`src/rtl/fp_pipe_tracker.sv`:
```
// fp_pipe_tracker: control-side shadow of the FP execute pipeline.
// Tracks {dest reg, write enable, unit code} through NSTAGE execute
// stages plus writeback, runs the fdiv/fsqrt stall countdown and
// resolves RAW hazards for the FP issue stage (stall or forward).
//
// Ports:
//   clk, clrn          clock, async active-low reset
//   en                 pipeline advance (0 freezes all state)
//   issue_v/fd/wf/fc   op presented at issue
//   cancel1            kill the write of the stage-1 op
//   src_a/b, *_fp      issue-stage sources and FP-regfile flags
//   st_ds, iter_cnt    iterative-unit stall and its countdown
//   stage_n/w/c        per-stage tags, stage 1 in the LSBs
//   wb_n/w/c           writeback tags
//   fwd_a/b            0 regfile, 1 final stage, 2 writeback
//   raw_stall          RAW hazard stall
module fp_pipe_tracker #(
    parameter int NSTAGE   = 3,
    parameter int RW       = 5,
    parameter int CW       = 2,
    parameter int ITER_CYC = 14
) (
    input  logic                 clk,
    input  logic                 clrn,
    input  logic                 en,
    input  logic                 issue_v,
    input  logic [RW-1:0]        issue_fd,
    input  logic                 issue_wf,
    input  logic [CW-1:0]        issue_fc,
    input  logic                 cancel1,
    input  logic [RW-1:0]        src_a,
    input  logic [RW-1:0]        src_b,
    input  logic                 src_a_fp,
    input  logic                 src_b_fp,
    output logic                 st_ds,
    output logic [7:0]           iter_cnt,
    output logic [NSTAGE*RW-1:0] stage_n,
    output logic [NSTAGE-1:0]    stage_w,
    output logic [NSTAGE*CW-1:0] stage_c,
    output logic [RW-1:0]        wb_n,
    output logic                 wb_w,
    output logic [CW-1:0]        wb_c,
    output logic [1:0]           fwd_a,
    output logic [1:0]           fwd_b,
    output logic                 raw_stall
);

    localparam logic [7:0] LP_ITER = 8'(ITER_CYC);

    logic [NSTAGE-1:0][RW-1:0] r_n;
    logic [NSTAGE-1:0]         r_w;
    logic [NSTAGE-1:0][CW-1:0] r_c;
    logic [RW-1:0]             r_wb_n;
    logic                      r_wb_w;
    logic [CW-1:0]             r_wb_c;
    logic [7:0]                r_cnt;

    logic [NSTAGE-1:0] w_ew;
    logic              w_is_iter;
    logic              w_acc;
    logic              w_sa;
    logic              w_sb;
    logic [1:0]        w_fa;
    logic [1:0]        w_fb;

    // Only stage 1 can be cancelled; the masked bit is also what shifts on.
    assign w_ew = r_w & ~{{(NSTAGE-1){1'b0}}, cancel1};

    assign w_is_iter = issue_v & issue_fc[1];
    // Stall holds until the countdown reaches its last count.
    assign st_ds     = clrn & w_is_iter & (r_cnt != 8'd1);
    assign w_acc     = issue_v & ~st_ds & ~raw_stall;

    // Oldest match is applied first so younger stages override it.
    always_comb begin
        w_sa = 1'b0;
        w_sb = 1'b0;
        w_fa = 2'd0;
        w_fb = 2'd0;
        if (src_a_fp && r_wb_w && (r_wb_n == src_a))
            w_fa = 2'd2;
        if (src_b_fp && r_wb_w && (r_wb_n == src_b))
            w_fb = 2'd2;
        if (src_a_fp && w_ew[NSTAGE-1] && (r_n[NSTAGE-1] == src_a))
            w_fa = 2'd1;
        if (src_b_fp && w_ew[NSTAGE-1] && (r_n[NSTAGE-1] == src_b))
            w_fb = 2'd1;
        for (int i = 0; i < NSTAGE - 1; i++) begin
            if (src_a_fp && w_ew[i] && (r_n[i] == src_a))
                w_sa = 1'b1;
            if (src_b_fp && w_ew[i] && (r_n[i] == src_b))
                w_sb = 1'b1;
        end
        if (w_sa)
            w_fa = 2'd0;
        if (w_sb)
            w_fb = 2'd0;
    end

    assign raw_stall = issue_v & (w_sa | w_sb);
    assign fwd_a     = w_fa;
    assign fwd_b     = w_fb;

    always_ff @(posedge clk or negedge clrn) begin
        if (!clrn) begin
            r_cnt <= 8'd0;
        end else if (en) begin
            if (r_cnt == 8'd0) begin
                if (w_is_iter)
                    r_cnt <= LP_ITER;
            end else begin
                r_cnt <= r_cnt - 8'd1;
            end
        end
    end

    always_ff @(posedge clk or negedge clrn) begin
        if (!clrn) begin
            r_n    <= '0;
            r_w    <= '0;
            r_c    <= '0;
            r_wb_n <= '0;
            r_wb_w <= 1'b0;
            r_wb_c <= '0;
        end else if (en) begin
            r_n[0] <= w_acc ? issue_fd : '0;
            r_w[0] <= w_acc & issue_wf;
            r_c[0] <= w_acc ? issue_fc : '0;
            for (int i = 1; i < NSTAGE; i++) begin
                r_n[i] <= r_n[i-1];
                r_w[i] <= w_ew[i-1];
                r_c[i] <= r_c[i-1];
            end
            r_wb_n <= r_n[NSTAGE-1];
            r_wb_w <= w_ew[NSTAGE-1];
            r_wb_c <= r_c[NSTAGE-1];
        end
    end

    assign iter_cnt = r_cnt;
    assign stage_n  = r_n;
    assign stage_w  = w_ew;
    assign stage_c  = r_c;
    assign wb_n     = r_wb_n;
    assign wb_w     = r_wb_w;
    assign wb_c     = r_wb_c;

endmodule

```
`config.mk`:
```
export PLATFORM = sky130hd
export DESIGN_NAME = fp_pipe_tracker
export DESIGN_NICKNAME = d
export VERILOG_FILES = /design/src/rtl/fp_pipe_tracker.sv
export SDC_FILE = /design/constraint.sdc
export NUM_CORES = 1
export LEC_CHECK = 0
export ABC_AREA = 1
export ABC_CLOCK_PERIOD_IN_PS = 1300
export BUFFER_PORTS_ARGS = -buffer_cell sky130_fd_sc_hd__buf_2
export CORE_MARGIN = 8
export CORE_UTILIZATION = 40
export DETAILED_ROUTE_END_ITERATION = 8
export PLACE_DENSITY = 0.73
export SETUP_SLACK_MARGIN = 0.4
export SLEW_MARGIN = 20
export SYNTH_ARGS = -nofsm -noshare
export SYNTH_HDL_FRONTEND = slang
export SYNTH_SLANG_ARGS = --single-unit
```
`constraint.sdc`:
```
create_clock -name clk -period 1.3 [get_ports clk]
set_input_delay 0.13 -clock clk [delete_from_list [all_inputs] [get_ports clk]]
set_output_delay 0.13 -clock clk [all_outputs]
set_load 0.02 [all_outputs]
```
# Word-level counts from Yosys, hierarchy flattened
# Index checks and enable logic that the tools add are counted.
# word_totals
reg_bits,40
input_bits,25
out_inout_bits,46
elab_cells,66
# classes
addsub,1
eq_ne,10
n_mux,14
bitwise,12
n_reduce_logical,18
# op_table
op,count
equality test 5 bit,8
logical AND 1 bit,16
two-way mux 8 bit,2
two-way mux 2 bit,7
zero test 8 bit,1
!= test 8 x 1 -> 1 bit (second input constant),1
subtractor 8 x 1 -> 8 bit (second input constant),1
bitwise AND 1 bit,7
two-way mux 5 bit,1
two-way mux 1 bit,4
bitwise AND 3 bit,1
NOT 1 -> 3 bit,1
!= test 2 bit (second input constant),1
NOT 1 bit,2
AND reduction 2 bit,1
OR 1 bit,1

# Logic depth before layout (Yosys ltp)
# logic_depth
word_depth,11
ltp_mapped,9
ltp_nobuf,9

# Worst setup path after synthesis
# No wires, ideal clock.
# synth_timing
path_kind,register to register
from,"reg r_cnt[0], in the netlist iter_cnt[0]"
to,"reg r_cnt[4], in the netlist iter_cnt[4]"
setup_ns,0.074
arrival_ns,1.423
required_ns,1.226
path_slack_ns,-0.197
stages_incl_launch_ff,9
n_path_buf,1
period_less_slack_ns,1.497
path_cell_list,dfrtp_1 -> inv_1 -> ha_1 -> nand4_4 -> nand2_2 -> o21ai_2 -> buf_6 -> nand4_1 -> o21ai_2
# synth_between
elab_chain_len,3
word_cells_on_any_way,5
cone_classes,add/sub: 1; eq/ne: 1; mux: 1; reduce/logical: 2
# synth_lines
element,line_no,source
start: declaration,56,logic [7:0] r_cnt;
start signal: assignment,112,r_cnt <= r_cnt - 8'd1;
branches (longest 3 deep; another with subtractor 8 x 1 -> 8 bit),--,
# Parallel ways; which one is timed is not known.
# A chain may end at the register's enable or synchronous reset.

# Worst setup path after layout
# layout_timing
from,"reg r_wb_n[4], in the netlist wb_n[4]"
to,out fwd_b[1]
# layout_between
elab_chain_len,5
# layout_lines
element,line_no,source
start: declaration,53,logic [RW-1:0] r_wb_n;
start signal: assignment,134,r_wb_n <= r_n[NSTAGE-1];
equality test 5 bit,82,if (src_b_fp && r_wb_w && (r_wb_n == src_b))
logical AND 1 bit,82,
two-way mux 2 bit,82,
two-way mux 2 bit,86,if (src_b_fp && w_ew[NSTAGE-1] && (r_n[NSTAGE-1] == src_b))
two-way mux 2 bit,96,if (w_sb)
end: declaration,44,"output logic [1:0] fwd_b,"
# No other way between the ends.

==> impl_metrics.yaml <==
route:
  wl_per_cell_um: 15.72
  drt_iter0_drc: 304
  remaining_drc_errors: 0
  vias: 3039
  dr.pass1.iters: 5
  ant_nets: 0
  vias_per_cell: 5.099
  routed_wl_mm: 9.369
status:
  violations: "hold timing, setup timing"
  outcome: "finished with violations"
timing:
  relSlewSlack: 0.6319
  fin_crit_sh: 1.313
  finalSetupViolCount: 23
  setup_ws_ns: -0.4066
  fmax_mhz: 586.0
  rsz0062_at_grt: "true"
  hold_viol: 32
  maxSlewViolCount: 0
  finClkSkew_ns: 0.01757
  tns_ns: -4.260
  holdWs_ns: -0.03964
  min_period_ns: 1.707
  worstMarginPinSlew_ns: 0.5522
critical_path:
  cp-end-kind: "primary output"
  r2r-end: "stage_n[0]"
  worstReg2RegStart: "stage_n[5]"
  max_stage_delay_ns: 0.42
  required_ns: 1.17
  reg2reg_setup_slack_ns: -0.22
  critPathLaunchType: "flop"
  critPathKind: "reg2out"
  critPathMostFrequentCell: "nand2_2"
  cp_num_cells: 7
  r2r_cells: 11
  cpLargestDelayFamily: "simple AND/OR/NAND/NOR gates"
  startpoint: "wb_n[4]"
  path_max_fanout: 4
  worstPathArrival_ns: 1.58
  path_buf_inv: 2
  slowest_stage: "dfrtp_2"
  path_cells: "inv_2, nand2_2, nand3_2, nor4_4, nand2_2, nor2_4, buf_6"
pwr:
  finalPower_uw: 6091
  p_int_uw: 3679
  combPwrFrac: 0.527
  ir_worst_vdd_mv: 1.313
  p_clk_frac: 0.177
  p_seq_frac: 0.295
  leakage_uw: 0.002259
  switchingPower_uw: 2412
  switching_share: 0.3959
  power_density_nw_per_um2: 1372
placed_design:
  place_congestion: 0.9053
  dpl_cell_area_um2: 3387
  hpwl_mm: 6.284
  io_buffers: 70
worst_hold_path:
  hold_class: "in2async"
floorplanning:
  initial_core_util: 0.4070
  die_x_um: 95.69
  die_h_um: 95.69
  dieArea_um2: 9156
  coreArea_um2: 6241
  pin_count: 71
  rows: 29
yosys:
  synthFlopType: "dfrtp_1"
  yosys_warnings: 0
  avgSynthCellArea_um2: 6.902
  synth_top_area_share: 0.3941
  yosys.area.top_type: "dfrtp_1"
  postSynthCellCount: 368
  synth_area_leaders: "dfrtp_1 39%, nand2_1 22%, inv_1 6.1%, nand3_1 4.3%, nor2_1 3.5%"
  synthesis.area_um2: 2540
  synth.most_common_cell: "nand2_1"
  synthesis.nets: 396
  async_flop_share: 1.000
  synthTopCellsByCount: "150 x nand2_1, 41 x inv_1, 40 x dfrtp_1"
  yosysSeqAreaShare: 0.3941
  synth_cell_type_count: 32
  synth-seq-cells: 40
  synth_edf_count: 0
layout:
  final_util: 0.7113
  antenna_cells: 0
  synthToLayoutAreaGrowth_pct: 74.78
  fin_area_um2: 4439
  nNetsFinal: 546
  drive_gt1_frac: 0.5511
global_route:
  grt_pass1_wl_mm: 14.90
  grt_use_total: 0.2060
  grt-ovfl-total: 0
  grt_pass1_vias: 3002
  antenna_found_initial: 0
  grt_max_degree: 41
clock_tree:
  cts_buffer_depth: 2
  clk_latency_ns: 0.31
  tritoncts: "yes"
  cts_sinks: 40
  cts_root_buf: "clkbuf_8"
  h-tree-depth: 2
  path_clk_slew_ns: 0.10
  cts_buffers: 5
job:
  drv_cap: 0
## cell usage in the layout (no fill, tap or decap), types with 5 or more instances in the layout
cell type and count:
nand2_1 134, buf_6 89, buf_4 35, inv_2 30, buf_2 26, dfrtp_2 25
inv_1 19, nand2_2 18, nor2_1 15, dfrtp_1 15, nand3_2 13, nor2_4 11
o21ai_2 10, nand3_1 9, o21ai_1 8, o22ai_1 7, o21ai_0 7, xor2_1 5
nand4_1 5, clkbuf_8 5
## worst max-delay path by stage
stage	to
6_report	fwd_b[1]
5_1_grt	raw_stall
4_1_cts	fwd_b[1]
3_5_place_dp	iter_cnt[2]
3_3_place_gp	fwd_b[1]
2_1_floorplan	iter_cnt[4]
## per-layer routing
| layer | part of all wire | up-vias | GRT usage | wire (um) |
|---|---|---|---|---|
| met2 | 0.50 | 128 | 0.3566 | 4680 |
| met5 | 0 | - | 0 | 0 |
| met1 | 0.40 | 1433 | 0.2563 | 3783 |
| met3 | 0.079 | 20 | 0.04094 | 739 |
| li1 | - | 1458 | - | - |
| met4 | 0.018 | 0 | 0.04866 | 165 |
## metrics by stage
| stage | setup slack (ns) | cells |
|---|---|---|
| after detailed placement | -0.1794 | 549 |
| after global routing | -0.4837 | 596 |
| final | -0.4066 | 596 |
| after floorplan | -0.06957 | 368 |
| after global placement | -0.08502 | 549 |
| after CTS | -0.3769 | 586 |
## kinds of logic after synthesis
family                     Yosys count  share of synthesized area
and+or+nand+nor                    216                     0.3665
buffers and inverters               61                    0.09655
AOI/OAI and AO/OA                   42                     0.1074
DFF                                 40                     0.3941
xor gates and xnor gates             6                    0.02069
adders and majority gates            3                    0.01478
## power by group through the flow
| stage | logic, uW | clock network (uW) | registers [uW] |
|---|---|---|---|
| floorplan | 1040 | 0 | 2020 |
| global placement | 2090 | 0 | 1770 |
| detailed placement | 2150 | 0 | 1780 |
| CTS | 2920 | 1100 | 1770 |
| global route | 3470 | 1140 | 1830 |
| finish | 3210 | 1080 | 1800 |
## sequential cells by signal (all words and copies together), names as in the netlist
name and cells:
iter_cnt 8, r_w 3, stage_c 6, stage_n 15, wb_c 2, wb_n 5
wb_w 1
## final cells by class
cell class,count,area [um^2]
fill,468,1802
multi-input combinational,268,1563
timing repair buffer,152,1435
sequential,40,1032
inverter,51,196.4
tap,77,96.34
clock buffer,5,68.82
clock inverter,3,47.55
## repair_timing
item	4_1_cts	5_1_grt
cloned	1	0
gates resized for setup	153	46
pin swaps	29	24
hold endpoints to repair	40	11
setup endpoints to repair	62	72
buffers inserted	28	10
(Power assumes the default switching activity.)
